==> src/rtl/bram_power_sequencer.sv <==
`default_nettype none
// +-----------------------------------------------------------------------------+
// | Module  : bram_power_sequencer                                              |
// | Brief   : Wakes BRAM banks over a settle window and powers them down after  |
// |           a request-low hysteresis. PWR_SEQ_STAGGER_EN selects one-bank-at- |
// |           a-time wake; otherwise all pending banks wake as one group.       |
// | Revision: 1.0 - initial release                                             |
// +-----------------------------------------------------------------------------+
module bram_power_sequencer #(
  parameter int NUM_BANKS   = 20,
  parameter int WAKE_CYCLES = 8,
  parameter int SLEEP_HOLD  = 4
) (
  input  logic                 clk,
  input  logic                 rst,
  input  logic [NUM_BANKS-1:0] req_en,
  output logic [NUM_BANKS-1:0] bank_pwr,
  output logic [NUM_BANKS-1:0] bank_ready,
  output logic                 all_ready,
  output logic                 busy
);

  localparam int WCNT_W = (WAKE_CYCLES > 1) ? $clog2(WAKE_CYCLES) : 1;
  localparam int HOLD_W = $clog2(SLEEP_HOLD + 1);
  localparam logic [WCNT_W-1:0] C_WCNT_LOAD = WCNT_W'(WAKE_CYCLES - 1);
  localparam logic [HOLD_W-1:0] C_HOLD_LAST = HOLD_W'(SLEEP_HOLD - 1);

  typedef enum logic [0:0] {
    S_IDLE = 1'b0,
    S_WAKE = 1'b1
  } state_t;

  state_t                 state_q, state_d;
  logic [WCNT_W-1:0]      wcnt_q, wcnt_d;
  logic [NUM_BANKS-1:0]   grp_q, grp_d;
  logic [NUM_BANKS-1:0]   pwr_q, pwr_d;
  logic [NUM_BANKS-1:0]   ready_q, ready_d;
  logic [HOLD_W-1:0]      hold_q [NUM_BANKS];
  logic [HOLD_W-1:0]      hold_d [NUM_BANKS];

  logic [NUM_BANKS-1:0]   w_pending;
  logic [NUM_BANKS-1:0]   w_sel;
  logic [NUM_BANKS-1:0]   w_keep;

  assign w_pending = req_en & ~pwr_q;
  assign w_keep    = grp_q & req_en;

  // The wake group is a bank mask; staggered mode narrows it to the lowest pending bank.
`ifdef PWR_SEQ_STAGGER_EN
  assign w_sel = w_pending & (~w_pending + 1'b1);
`else
  assign w_sel = w_pending;
`endif

  always_comb begin
    state_d = state_q;
    wcnt_d  = wcnt_q;
    grp_d   = grp_q;
    pwr_d   = pwr_q;
    ready_d = ready_q;
    for (int i = 0; i < NUM_BANKS; i++) begin
      hold_d[i] = '0;
    end

    case (state_q)
      S_IDLE: begin
        if (|w_pending) begin
          grp_d   = w_sel;
          pwr_d   = pwr_q | w_sel;
          wcnt_d  = C_WCNT_LOAD;
          state_d = S_WAKE;
        end
      end
      S_WAKE: begin
        pwr_d = pwr_q & ~(grp_q & ~req_en);
        grp_d = w_keep;
        if (w_keep == '0) begin
          state_d = S_IDLE;
        end else if (wcnt_q == '0) begin
          ready_d = ready_q | w_keep;
          grp_d   = '0;
          state_d = S_IDLE;
        end else begin
          wcnt_d = wcnt_q - 1'b1;
        end
      end
      default: begin
        state_d = S_IDLE;
        grp_d   = '0;
      end
    endcase

    // Ready banks are never in the wake group, so these bits never collide with the FSM.
    for (int i = 0; i < NUM_BANKS; i++) begin
      if (ready_q[i] && !req_en[i]) begin
        if (hold_q[i] == C_HOLD_LAST) begin
          ready_d[i] = 1'b0;
          pwr_d[i]   = 1'b0;
        end else begin
          hold_d[i] = hold_q[i] + 1'b1;
        end
      end
    end
  end

  always_ff @(posedge clk) begin
    if (rst) begin
      state_q <= S_IDLE;
      wcnt_q  <= '0;
      grp_q   <= '0;
      pwr_q   <= '0;
      ready_q <= '0;
      for (int i = 0; i < NUM_BANKS; i++) begin
        hold_q[i] <= '0;
      end
    end else begin
      state_q <= state_d;
      wcnt_q  <= wcnt_d;
      grp_q   <= grp_d;
      pwr_q   <= pwr_d;
      ready_q <= ready_d;
      for (int i = 0; i < NUM_BANKS; i++) begin
        hold_q[i] <= hold_d[i];
      end
    end
  end

  assign bank_pwr   = pwr_q;
  assign bank_ready = ready_q;
  assign all_ready  = &(~req_en | ready_q);
  assign busy       = (state_q == S_WAKE);

endmodule
`default_nettype wire

==> config.mk <==
export PLATFORM = sky130hd
export DESIGN_NAME = bram_power_sequencer
export DESIGN_NICKNAME = d
export VERILOG_FILES = /design/src/rtl/bram_power_sequencer.sv
export SDC_FILE = /design/constraint.sdc
export NUM_CORES = 1
export LEC_CHECK = 0
export ABC_AREA = 1
export BUFFER_PORTS_ARGS = -buffer_cell sky130_fd_sc_hd__buf_2
export CORE_UTILIZATION = 25
export DETAILED_ROUTE_END_ITERATION = 10
export GPL_ROUTABILITY_DRIVEN = 0
export PLACE_DENSITY = 0.46
export RECOVER_POWER = 100
export SLEW_MARGIN = 20
export SYNTH_ARGS = -nofsm -noshare
export SYNTH_HDL_FRONTEND = slang
export SYNTH_SLANG_ARGS = --single-unit
export TNS_END_PERCENT = 10
==> constraint.sdc <==
create_clock -name clk -period 1.85 [get_ports clk]
set_clock_uncertainty 0.15 [all_clocks]
set_input_delay 0.0925 -clock clk [delete_from_list [all_inputs] [get_ports clk]]
set_output_delay 0.0925 -clock clk [all_outputs]
set_load 0.02 [all_outputs]
; Yosys cells after proc, flatten, opt, wreduce, memory -nomap -nowiden
; Memory sizes are Yosys's and may differ from the RTL's.
; Index checks and enable logic that the tools add are counted.
[classes]
n_addsub = 21
n_bitwise = 31
n_mux = 160
n_reduce_logical = 45
eq_ne = 23
[op_table]
columns = op, n
row1 = 3-bit 2-to-1 mux, 63
row2 = 20-bit 2-to-1 mux, 7
row3 = 1-bit 2-to-1 mux, 86
row4 = 20-bit bitwise AND, 4
row5 = 20-bit case mux with 2 select lines, 2
row6 = "3-bit by 1-bit adder with 3-bit output, second input constant", 20
row7 = "3-bit by 2-bit equality test with 1-bit output, second input constant", 20
row8 = 20-bit inverter, 3
row9 = 20-bit OR, 3
row10 = 1-bit logical AND, 20
row11 = 1-bit zero test, 20
row12 = 20-bit zero test, 1
row13 = 1-bit OR, 20
row14 = 20-bit AND reduction, 1
row15 = 20-bit OR reduction, 1
row16 = "2-bit != test, second input constant", 3
row17 = 3-bit case mux with 2 select lines, 1
row18 = 3-bit zero test, 1
row19 = 3-bit AND reduction, 1
row20 = "3-bit by 1-bit subtractor with 3-bit output, second input constant", 1
row21 = 1-bit case mux with 2 select lines, 1
row22 = 1-bit inverter, 1
[word_totals]
ff_bits = 64
out_inout_bits = 42
ramBits = 60
n_memories = 1
elab_cells = 286
input_bits = 22
[mem_list]
columns = name, words, word_bits, rd, rd_clocked_by_memory_dff, write_ports, line
row1 = hold_q, 20, 3, 20, 0, 20, 38  ; logic [HOLD_W-1:0] hold_q [NUM_BANKS];

; Depth between registers and ports, before layout
; Gate-level depths: netlist of run 1.
[depth]
ltp_word = 7
mapped_depth = 11
ltp_nobuf = 11

; Worst setup path before layout of run 1
; Ideal clock, no wire load.
[synth_path]
kind = flip-flop to flip-flop
startpoint = register pwr_q[0], in the netlist bank_pwr[0]
endpoint = register grp_q[10]
setup_slack_ns = 0.273
path_stages_with_launch = 10
setup_ns = 0.071
required_ns = 1.629
t_arrival_ns = 1.356
period_less_slack_ns = 1.577
cell_sequence = dfxtp_1 > inv_1 > nand2_4 > nand2_2 > nor2_2 > nand2_2 > nor3_4 > buf_6 > nand2_2 > a21oi_2
[synth_via]
elab_chain_len = 4
[synth_lines]
columns = item, line
row1 = start: declaration, 36  ; logic [NUM_BANKS-1:0] pwr_q, pwr_d;
row2 = start signal: assignment, 120  ; pwr_q <= pwr_d;
row3 = 20-bit inverter, 45  ; assign w_pending = req_en & ~pwr_q;
row4 = 20-bit bitwise AND, 45
row5 = 20-bit OR reduction, 67  ; if (|w_pending) begin
row6 = 2-bit != test (no line), n/a
row7 = end signal: assignment, 119  ; grp_q <= grp_d;
row8 = end: declaration, 35  ; logic [NUM_BANKS-1:0] grp_q, grp_d;
; Every way passes these cells.
; A chain may end at the register's enable or synchronous reset.

; Worst setup path in the final report of run 1
[layout_path]
startpoint = input req_en[17]
endpoint = output all_ready
[layout_via]
elab_chain_len = 3
[layout_lines]
columns = item, line
row1 = start: declaration, 16  ; input logic [NUM_BANKS-1:0] req_en,
row2 = 20-bit inverter, 130  ; assign all_ready = &(~req_en | ready_q);
row3 = 20-bit OR, 130
row4 = 20-bit AND reduction, 130
row5 = end: declaration, 19  ; output logic all_ready,
; Every way passes these cells.

==> summary.md, run 1 <==
| Metric | Value |
|---|---|
| Synthesized instance count | `770` |
| Post-layout min period | `1.84 ns` |
| ANT cells | `0` |
| Detailed-route wire length | `16100 um` |
| #FFs+latches synth | `124` |
| Vias/cell | `4.33` |
| Clock root buffer | `clkbuf_16` |
| GRT Overall Usage | `0.144` |
| WP data arrival | `1.60 ns` |
| Final setup fails | `0` |
| Die area | `23700 um^2` |
| Power, Total | `7.56 mW` |
| DRT Pass-1 Iters | `5` |
| Seq/Total Area, Yosys | `0.429` |
| Sum Neg Setup Slack | `0 ns` |
| Critical path class | `in2out` |
| Placed instance area | `6480 um^2` |
| Syn_nets | `834` |
| Row count | `55` |
| Critical Path Sink Type | `output port` |
| MaxCap Viol Count | `0` |
| WL per Instance | `13.4 um` |
| Global-route wire length before repair | `26100 um` |
| Placed wire-length estimate | `11000 um` |
| Crit path required time | `1.61 ns` |
| H-tree Lvls | `4` |
| Tightest Pin Transition | `0.438 ns` |
| Lkg Pwr | `3.51 nW` |
| Run status | `finished clean` |
| DRC | `0` |
| Starting Density | `0.255` |
| Peak VDD IR | `494 uV` |
| Core ar. | `22600 um^2` |
| Drt first-iter violations | `278` |
| Fin nets | `963` |
| Total global routing overflow | `0` |
| Worst min path class | `in2reg` |
| Synth unique cells | `30` |
| Syn Area/Cell | `7.51 um^2` |
| RSZ-0062 raised after global routing | `yes` |
| CP Launch Type | `input pin` |
| Vias in the first global route | `4903` |
| Reg2reg setup slack | `0.11 ns` |
| Synth warnings | `0` |
| Final worst-path cycle share | `0.994` |
| Cell area after layout | `7770 um^2` |
| Share of layout cells above drive strength 1 | `0.202` |
| Worst-case clock buffer depth | `2` |
| Max Slew Vio Count | `0` |
| Slew HR | `0.707` |
| Clk sinks | `124` |
| CTS tree | `done` |
| Die extent in x | `154 um` |
| Synth Cell Area | `5780 um^2` |
| Clock Latency Late Sink | `0.42 ns` |
| Cell Pwr Density | `973 nW/um^2` |
| Worst-path fanout max | `4` |
| Final hold vios | `0` |
| Pin count of the biggest net entering global routing | `46` |
| DRT antenna net count | `0` |
| Clock transition at path regs | `0.06 ns` |
| Port Buffer Count | `63` |
| Area Overhead vs Synth | `34.3%` |
| Total number of vias | `5184` |
| Num ports | `64` |
| Antenna violations before repair | `0` |
| Fmax achieved | `0.544 GHz` |
| CTS Buf Count | `17` |
| Die Ht | `154 um` |
## worst max-delay path: stages
cell and delay [ns]:
dlygate4sd3_1 0.53, buf_2 0.15, inv_1 0.08, o22ai_1 0.07
nor2_1 0.21, o2111ai_1 0.17, nor2_1 0.14, buf_4 0.15
## metal layers
metal / vias to the layer above / GRT usage / share of wire / wire (um)
li1: 2718 / - / - / -
met3: 9 / 0.0417 / 0.041 / 660
met4: 0 / 0.0452 / 0.0091 / 146
met2: 82 / 0.229 / 0.45 / 7200
met1: 2375 / 0.187 / 0.50 / 8060
met5: - / 0 / 0 / 0
## per-stage QoR
step                instances  hold slack, ns  setup slack [ns]  utilization
floorplan                 770           0.141             0.273            -
global placement         1109           0.260            0.0728        0.286
detailed placement       1109           0.261             0.122        0.286
CTS                      1196         0.00215            0.0167        0.342
global route             1197          0.0213           -0.0449        0.343
finish                   1197         0.00125            0.0116        0.343
## cells in the final DEF, fill, tap and decap left out, drive strengths merged
cell and count:
inv 140, nand2 128, dfxtp 124, nor2 117
buf 76, nand3 67, dlygate4sd3 51, a21oi 47
ha 42, o21ai 39, clkbuf 28, a31oi 20
o22ai 7, bufinv 5, clkinv 4, nand4 3
o211ai 3, a311oi 2, clkinvlp 2, a211oi 2
o2111ai 1, nor4 1, o21bai 1, nor3 1
a221oi 1
## area by class of cell
class,instances,area [um^2]
repair buffers,134,995
fillers,2379,14900
multi-input cells,482,2720
clock inverters,11,189
flip-flops and latches,124,2510
inverters,140,528
well taps,285,357
clock buffers,21,470
## synth_stat cells
master / count / area, um^2
buf_1: 1 / 3.75
o22ai_1: 7 / 43.8
buf_2: 9 / 45.0
a31oi_1: 20 / 125
o21bai_2: 1 / 11.3
nand2_1: 104 / 390
nor2_2: 4 / 25.0
inv_2: 3 / 11.3
nand2_4: 1 / 11.3
ha_1: 42 / 526
nor4_1: 1 / 6.26
a21oi_1: 27 / 135
a21oi_2: 20 / 175
clkbuf_1: 12 / 45.0
nor3_4: 1 / 16.3
nand4_1: 3 / 18.8
nand3_2: 1 / 10.0
inv_1: 137 / 514
nand3_1: 66 / 330
nor2_1: 113 / 424
dfxtp_1: 124 / 2480
buf_6: 2 / 22.5
o21ai_0: 29 / 145
a311oi_1: 2 / 17.5
o211ai_1: 3 / 22.5
o21ai_1: 10 / 50.1
a221oi_1: 1 / 8.76
nand2_2: 23 / 144
o2111ai_1: 1 / 8.76
a211oi_1: 2 / 15.0
## logic make-up after synthesis
logic type,count (synthesis),share of synthesized area
AND/OR/NAND/NOR,317,0.238
AO/OA/AOI/OAI,123,0.131
flip-flops,124,0.429
buffers and inverters,164,0.111
adder cells (fa/ha/maj),42,0.0908
## power by group
part           switching [mW]  internal, mW
logic                   0.600         0.358
registers              0.0844          2.76
clock network            1.26          2.49
total                    1.94          5.62
## registers in the layout (all words and copies together), names as in the netlist
signal,cells
wcnt_q,3
busy,1
bank_pwr,20
grp_q,20
bank_ready,20
hold_q,60
## final timing paths
path	endpoint	start	cells after the start
worst max register to register	bank_pwr[0]	busy	4
worst max-delay path	all_ready	req_en[17]	8
worst min register to register	hold_q[2][9]	hold_q[2][9]	1
worst min-delay path	grp_q[3]	req_en[3]	5
## what timing repair did
item                                    4_1_cts  5_1_grt
pin swaps                                     5        3
setup buffers                                 4        1
gates resized for setup                      25        5
gates cloned                                  0        0
hold endpoints to repair                    103        0
endpoints found under the setup margin        1        8
hold buffers                                 51        0
Power figures use the tool's default switching activity.
==> run 2: changes to the inputs <==
--- a/config.mk
+++ b/config.mk
@@ -8,6 +8,7 @@
 export ABC_AREA = 1
 export BUFFER_PORTS_ARGS = -buffer_cell sky130_fd_sc_hd__buf_2
 export CORE_UTILIZATION = 25
+export CTS_CLUSTER_SIZE = 28
 export DETAILED_ROUTE_END_ITERATION = 10
 export GPL_ROUTABILITY_DRIVEN = 0
 export PLACE_DENSITY = 0.46
==> constraint.sdc (replaced) <==
create_clock -name clk -period 1.85 [get_ports clk]
set_clock_uncertainty 0.15 [all_clocks]
set_input_delay 0.0925 -clock clk [delete_from_list [all_inputs] [get_ports clk]]
set_output_delay 0.0925 -clock clk [all_outputs]
set_load 0.05 [all_outputs]
==> run 2 against run 1 <==
Effect of this change: worst setup slack got worse by 0.039 ns; the flow now finishes with violations (setup timing); via count rose by 0.37%; register-to-register slack got worse by 0.13 ns; sequential cell count did not move; die area did not move; combinational power rose by 12%; clock power fell by 15%; global-route usage fell by 0.099 points; sequential share of layout area rose by 0.18 points; power fell by 6.0%; worst hold slack improved by 0.022 ns; routed wire length fell by 1.4%.
==> summary.md, run 2 (synthesized netlist as in run 1, its figures left out) <==
| Metric | Value |
|---|---|
| Clock transition at path regs | `0.05 ns (about the same)` |
| Worst setup margin | `-0.0269 ns (-0.0385 ns)` |
| Vias in the first global route | `5171 (+5.5%)` |
| Layout Utilization | `0.340 (-0.00304)` |
| Worst-case clock buffer depth | `2 (unchanged)` |
| Worst-path fanout max | `4 (unchanged)` |
| Most common cell after layout, fill and taps aside | `inv_1` |
| Num ports | `64 (unchanged)` |
| H-tree Lvls | `4 (unchanged)` |
| Max Slew Vio Count | `0 (unchanged)` |
| CTS tree | `done` |
| Total number of vias | `5203 (+0.37%)` |
| Slew HR | `0.518 (-0.190)` |
| Critical Path Sink Type | `output port` |
| GRT Overall Usage | `0.143 (-0.000986)` |
| DRT antenna net count | `0 (unchanged)` |
| DRT Pass-1 Iters | `4 (-1)` |
| Placed wire-length estimate | `11400 um (+3.4%)` |
| Clk sinks | `124 (unchanged)` |
| ANT cells | `0 (unchanged)` |
| Area Overhead vs Synth | `33.1%` |
| Total global routing overflow | `0 (unchanged)` |
| WP data arrival | `1.63 ns (+0.03 ns)` |
| Run status | `complete, but fails checks` |
| Violated checks | `setup timing` |
| Share of layout cells above drive strength 1 | `0.163 (-0.0392)` |
| Fmax achieved | `0.533 GHz (-2.1%)` |
| Antenna violations before repair | `0 (unchanged)` |
| Starting Density | `0.255 (unchanged)` |
| Final setup fails | `3 (+3)` |
| Vias/cell | `4.31 (-0.55%)` |
| Worst min path class | `in2reg` |
| Fin nets | `975 (+1.2%)` |
| Port Buffer Count | `63 (unchanged)` |
| Post-layout min period | `1.88 ns (+0.0385 ns)` |
| Placed instance area | `6530 um^2 (+0.81%)` |
| Final hold vios | `0 (unchanged)` |
| CP Launch Type | `input pin` |
| Filler cells | `2403 (+1.0%)` |
| Pin count of the biggest net entering global routing | `35 (-24%)` |
| Final worst-path cycle share | `1.01 (+0.0208)` |
| RSZ-0062 raised after global routing | `yes` |
| Power, Total | `7.10 mW (-6.0%)` |
| Die Ht | `154 um (unchanged)` |
| Fin Hold WS | `0.0228 ns (+0.0216 ns)` |
| Peak VDD IR | `501 uV (+1.4%)` |
| Clock root buffer | `clkbuf_16` |
| Drt first-iter violations | `191 (-31%)` |
| Global-route wire length before repair | `26200 um (+0.32%)` |
| Clock Latency Late Sink | `0.42 ns (about the same)` |
| Die area | `23700 um^2 (unchanged)` |
| CTS Buf Count | `17 (unchanged)` |
| MaxCap Viol Count | `0 (unchanged)` |
| Register name with the most flops | `hold_q` |
| Critical path class | `in2out` |
| Most frequent cells in the layout | `138 x inv_1, 114 x dfxtp_1, 112 x nor2_1` |
| Tightest Pin Transition | `0.723 ns (+0.285 ns)` |
| Die extent in x | `154 um (unchanged)` |
| Cell Pwr Density | `923 nW/um^2 (-5.2%)` |
| Max FFs per register | `60 (unchanged)` |
| DRC | `0 (unchanged)` |
| Cell area after layout | `7700 um^2 (-0.89%)` |
| Core ar. | `22600 um^2 (unchanged)` |
| WL per Instance | `13.1 um (-2.3%)` |
| Row count | `55 (unchanged)` |
| Crit path required time | `1.61 ns (about the same)` |
| Lkg Pwr | `3.39 nW (-3.5%)` |
| Detailed-route wire length | `15800 um (-1.4%)` |
-- run 2: per-layer routing --
metal,global-route usage,share of wire
met1,0.181,0.49
met2,0.235,0.46
met4,0.0481,0.0081
met3,0.0378,0.040
met5,0,0
-- run 2: timing repair --
item / in CTS / in global routing
hold endpoints to repair: 96 / 0
setup endpoints to repair: 1 / 9
resized for setup: 25 / 9
pin swaps: 6 / 1
hold buffers: 54 / 0
buffers inserted: 4 / 0
-- run 2: per-stage QoR --
stage | worst slack [ns] | std cells | setup TNS, ns
global route | -0.142 | 1208 | -1.51
floorplan | 0.0258 | 770 | 0
detailed placement | 0.0530 | 1119 | 0
finish | -0.0269 | 1208 | -0.0596
CTS | -0.0443 | 1208 | -0.0443
global placement | 0.0536 | 1119 | 0
-- run 2: final cells by class --
class	count	area [um^2]	area share
clock buffer	24	502	0.0652
clock inverter	7	62.6	0.00813
multi-input combinational	482	2730	0.354
tap	285	357	0.0463
sequential	124	2500	0.325
timing repair buffer	146	1030	0.133
inverter	140	526	0.0683
-- run 2: final timing paths --
path	endpoint	start	slack, ns	depth (start not counted)
max	all_ready	req_en[16]	-0.03	8
min	grp_q[1]	req_en[1]	0.02	5
max reg2reg	bank_pwr[7]	busy	-0.02	5
min reg2reg	hold_q[1][9]	hold_q[1][9]	0.26	1
-- run 2: report_power, final --
| part | total [mW] | switching [mW] | internal [mW] |
|---|---|---|---|
| sequential | 2.85 | 0.0844 | 2.77 |
| clock | 3.18 | 1.18 | 2.01 |
| combinational | 1.07 | 0.713 | 0.356 |
-- run 2: worst max-delay path: stages --
cell and delay (ns):
dlygate4sd3_1 0.53, clkbuf_1 0.15, inv_1 0.10, o22ai_1 0.10, nor2_1 0.16, o2111ai_2 0.16
nor2_4 0.16, buf_8 0.16
